File: src/rtl/stack_ctrl.sv
// Push/pop sequencer for the descending hardware stack: drives the stack-pointer
// strobes, performs the single-word RAM access and reports data or over/underflow.
module stack_ctrl #(
  parameter logic [31:0] STACK_TOP   = 32'h1C00,
  parameter logic [31:0] STACK_LIMIT = 32'h1800
) (
  input  logic        clk,
  input  logic        rst_n,
  input  logic        req_valid_i,
  input  logic        req_op_i,
  input  logic [31:0] req_wdata_i,
  output logic        req_ready_o,
  output logic        rsp_valid_o,
  output logic        rsp_err_o,
  output logic [31:0] rsp_rdata_o,
  output logic        busy_o,
  input  logic [31:0] stack_addr_i,
  output logic        stack_inc_en_o,
  output logic        stack_dec_en_o,
  output logic [31:0] mem_addr_o,
  output logic [31:0] mem_wdata_o,
  output logic        mem_we_o,
  output logic        mem_re_o,
  input  logic [31:0] mem_rdata_i,
  input  logic        mem_ack_i
);

  typedef enum logic [2:0] {
    IDLE,
    PUSH_WR,
    PUSH_ADJ,
    POP_ADJ,
    POP_RD,
    RESP
  } state_e;

  state_e      state_q, state_d;
  logic        err_q, err_d;
  logic [31:0] wdata_q, wdata_d;
  logic [31:0] rdata_q, rdata_d;

  // All outputs are decoded from state_q, so an asynchronous reset zeroes them at once.
  always_ff @(posedge clk or negedge rst_n) begin
    if (!rst_n) begin
      state_q <= IDLE;
      err_q   <= 1'b0;
      wdata_q <= 32'h0;
      rdata_q <= 32'h0;
    end else begin
      state_q <= state_d;
      err_q   <= err_d;
      wdata_q <= wdata_d;
      rdata_q <= rdata_d;
    end
  end

  always_comb begin
    state_d        = state_q;
    err_d          = err_q;
    wdata_d        = wdata_q;
    rdata_d        = rdata_q;
    req_ready_o    = 1'b0;
    rsp_valid_o    = 1'b0;
    rsp_err_o      = 1'b0;
    stack_inc_en_o = 1'b0;
    stack_dec_en_o = 1'b0;
    mem_addr_o     = 32'h0;
    mem_wdata_o    = 32'h0;
    mem_we_o       = 1'b0;
    mem_re_o       = 1'b0;

    case (state_q)
      IDLE: begin
        req_ready_o = 1'b1;
        if (req_valid_i) begin
          if (req_op_i) begin
            err_d   = (stack_addr_i >= STACK_TOP);
            state_d = err_d ? RESP : POP_ADJ;
          end else begin
            err_d   = (stack_addr_i < STACK_LIMIT);
            wdata_d = req_wdata_i;
            state_d = err_d ? RESP : PUSH_WR;
          end
        end
      end
      PUSH_WR: begin
        mem_we_o    = 1'b1;
        mem_addr_o  = stack_addr_i;
        mem_wdata_o = wdata_q;
        if (mem_ack_i) state_d = PUSH_ADJ;
      end
      PUSH_ADJ: begin
        stack_dec_en_o = 1'b1;
        state_d        = RESP;
      end
      // Pre-increment: the read address is the pointer after this strobe lands.
      POP_ADJ: begin
        stack_inc_en_o = 1'b1;
        state_d        = POP_RD;
      end
      POP_RD: begin
        mem_re_o   = 1'b1;
        mem_addr_o = stack_addr_i;
        if (mem_ack_i) begin
          rdata_d = mem_rdata_i;
          state_d = RESP;
        end
      end
      RESP: begin
        rsp_valid_o = 1'b1;
        rsp_err_o   = err_q;
        state_d     = IDLE;
      end
      default: state_d = IDLE;
    endcase
  end

  assign busy_o      = (state_q != IDLE);
  assign rsp_rdata_o = rdata_q;

endmodule

File: config.mk
export PLATFORM = sky130hd
export DESIGN_NAME = stack_ctrl
export DESIGN_NICKNAME = d
export VERILOG_FILES = /design/src/rtl/stack_ctrl.sv
export SDC_FILE = /design/constraint.sdc
export NUM_CORES = 1
export LEC_CHECK = 0
export CELL_PAD_IN_SITES_DETAIL_PLACEMENT = 0
export CELL_PAD_IN_SITES_GLOBAL_PLACEMENT = 2
export CORE_MARGIN = 1
export CORE_UTILIZATION = 23
export CTS_CLUSTER_SIZE = 30
export DETAILED_ROUTE_END_ITERATION = 7
export GPL_TIMING_DRIVEN = 0
export PLACE_DENSITY_LB_ADDON = 0.15
export SKIP_LAST_GASP = 1
export SLEW_MARGIN = 20
export SYNTH_ARGS = -nofsm -noshare
export SYNTH_HDL_FRONTEND = slang
export SYNTH_SLANG_ARGS = --single-unit
export TNS_END_PERCENT = 10
File: constraint.sdc
create_clock -name clk -period 3.1 [get_ports clk]
set_input_delay 0.465 -clock clk [delete_from_list [all_inputs] [get_ports clk]]
set_output_delay 0.465 -clock clk [all_outputs]
set_load 0.02 [all_outputs]
==> results.txt, run 1 <==
Status: finished clean
Worst EP required: 2.63 ns
Final Hold Fails: 0
Avg Inst Size Synth: 12.7 µm²
Synth warn: 0
CTS tree: yes
Core Rows: 42
Dpl ws: 0.364 ns
Synth area leader: dfrtp_1
Adder-Cell Fraction of Synth Area: 0%
TritonCTS buffer count: 9
Synth top area cells: dfrtp_1 (53%), mux2_2 (21%), and2_1 (13%)
Reg2Reg Depth: 6
Syn Inst Count: 254
Share of layout cells above drive strength 1: 20.4%
Final hold slack: 0.0426 ns
WL final: 9420 µm
Core Area: 0.0135 mm²
Worst VDD drop: 430 µV
Yosys top cell area share: 52.7%
Synth Area in Compound Gates: 2.59%
Most frequent cells in the layout: clkdlybuf4s50_1 (203), dfrtp_1 (68), and2_1 (65)
Layer with the highest usage: met2
DRC violations left: 0
# IOs: 205
Wire length per cell: 14.5 µm
Hold_buf cts: 0
Final Util: 43.5%
Die Area: 0.0145 mm²
Fmax: 346 MHz
Met1 GRT Util: 15.7%
Root buffer cell: clkbuf_16
Critical Path Fanout Max: 10
Met2 GRT Util: 21.9%
Slew Limit Fails: 0
Worst hold path type: in -> async
Post-CTS setup buffer count: 0
Synth Net Count: 355
Synth Area in XOR/XNOR: 0.271%
Mux contribution to synthesized area: 22.3%
Die Y: 121 µm
# nets final: 571
H-tree depth: 3
Mapped Area: 0.00323 mm²
Number of global-route vias before repair: 2760
Post-Synth Simple-Gate Area: 18.0%
Fill cells: 1314
CTS Sinks: 68
Synth Flop Type: dfrtp_1
Setup Skew: 0.00276 ns
Ant. Diodes: 0
Post-synthesis sequential area ratio: 52.7%
Max_cap viols: 0
Critical path capture point type: primary output
EDFF count, synth: 0
Global Route Usage Sum: 13.3%
FF-to-FF End: wdata_q[26]$_DFFE_PN0P_
Power Density: 1040 mW/mm²
Clock buffer depth: 2
Met3 usage: 4.43%
Via count: 2692
Largest family of logic cells by synthesized area: multiplexers
Drt first pass iters: 4
Synth unique cells: 37
Power consumption: 6.06 mW
Port Buf Inserts: 204
Clock network latency to the later pin of the worst-skew pair: 0.33 ns
Initial antenna violation count: 0
Routed Antenna Nets: 0
Die Width: 121 µm
Worst rel slew slack: 71.4%
Arrival time worst endpoint: 2.43 ns
Gpl congestion: 0.720
GRT Residual Overflow: 0
Setup ws final: 0.209 ns
FF+latch count, synth: 68
Placed cell count: 635
CTS clk-pin slew, worst paths: 0.06 ns
RSZ-0062 raised after global routing: no
HPWL after DPL: 7330 µm
Setup violators final: 0
Commonest non-fill, non-tap cell in the layout: clkdlybuf4s50_1
Final Non-Filler Cells: 651
CP startpoint kind: flip-flop
R2r setup slk: 1.34 ns
Final Cycle Share: 93.3%
Asr flop ratio synth: 100%
Min Clock Period, post-route: 2.89 ns
P&R area growth vs syn: 81.0%
P_leak: 2.34 nW
Starting Density: 24.0%
Worst r2r src: state_q[0]$_DFFE_PN0P_
Number of vias per cell: 4.14
First-pass GRT wire length: 14600 µm
Largest net degree at the start of global routing: 44
WS Path Type: reg -> out
DR iter-0 viols: 72
Slew @ Worst Pin: 0.425 ns
==> where the power goes <==
part / internal [mW] / total, mW / switching [mW]
logic: 1.81 / 3.41 / 1.60
clock network: 0.709 / 1.11 / 0.402
registers: 1.34 / 1.54 / 0.197
total: 3.85 / 6.06 / 2.20
==> layer usage <==
layer	part of all wire, %	wire length, µm
met1	42	3960
met3	7.0	662
met4	1.6	146
met5	0	0
met2	49	4650
==> synthesized netlist by cell type (2+ instances only) <==
cell and instances:
a21oi_1 4, and2_1 65, and3_1 2, buf_4 3
buf_6 4, clkbuf_1 6, clkbuf_8 2, dfrtp_1 68
inv_1 2, mux2_1 3, mux2_2 61, nand3_1 2
nor2_1 6, nor3b_1 2, nor4_1 2
==> worst max-delay path by stage <==
stage                                 startpoint                 endpoint  slack (ns)  depth (start not counted)
after floorplan           state_q[1]$_DFFE_PN0P_          mem_wdata_o[22]        1.15                          4
after global routing      state_q[1]$_DFFE_PN0P_          mem_wdata_o[26]        0.01                          5
after global placement                     rst_n  wdata_q[22]$_DFFE_PN0P_       -0.98                          1
after CTS                 state_q[1]$_DFFE_PN0P_          mem_wdata_o[26]        0.12                          5
final                     state_q[1]$_DFFE_PN0P_          mem_wdata_o[29]        0.21                          5
after detailed placement  state_q[1]$_DFFE_PN0P_          mem_wdata_o[13]        0.36                          5
==> critical path, stage by stage (launching register included) <==
cell             delay (ns)
dfrtp_1                0.40
clkbuf_8               0.18
nor3b_4                0.36
clkbuf_1               0.35
and2_1                 0.20
clkdlybuf4s50_1        0.62
==> metrics by stage <==
step / instance area (µm²) / TNS [ns]
2_1_floorplan: 3230 / 0
3_3_place_gp: 5490 / -66.13
3_5_place_dp: 5520 / 0
4_1_cts: 5850 / 0
5_1_grt: 5850 / 0
6_report: 5850 / 0
==> what timing repair did <==
item | CTS | global route
hold endpoints to repair | 0 | 0
setup endpoints to repair | 2 | 0
resized for setup | 1 | 0
==> flip-flops by register name (all words and copies together) (netlist names) <==
register,flops
wdata_q,32
state_q,3
err_q,1
rsp_rdata_o,32
==> cell type report <==
class	count	area, µm²	share of cell area [%]
buffer	16	123	2.10
timing repair buffer	205	2070	35.3
tap	176	220	3.77
clock inverter	7	98.8	1.69
sequential	68	1700	29.1
multi-input combinational	167	1400	24.0
inverter	3	11.3	0.193
clock buffer	9	225	3.85
==> kinds of logic after synthesis <==
logic type,Yosys count
and+or+nand+nor,90
muxes,64
xor gates and xnor gates,1
DFF,68
AOI/OAI and AO/OA,12
buffers and inverters,19
Note: power is estimated with default switching activity, not from simulation.
==> run 2: changes to the inputs <==
--- a/config.mk
+++ b/config.mk
@@ -18,4 +18,4 @@
 export SYNTH_ARGS = -nofsm -noshare
 export SYNTH_HDL_FRONTEND = slang
 export SYNTH_SLANG_ARGS = --single-unit
-export TNS_END_PERCENT = 10
+export TNS_END_PERCENT = 5
==> results of run 2 <==
Final layout, timing and power as in run 1 (identical DEF).
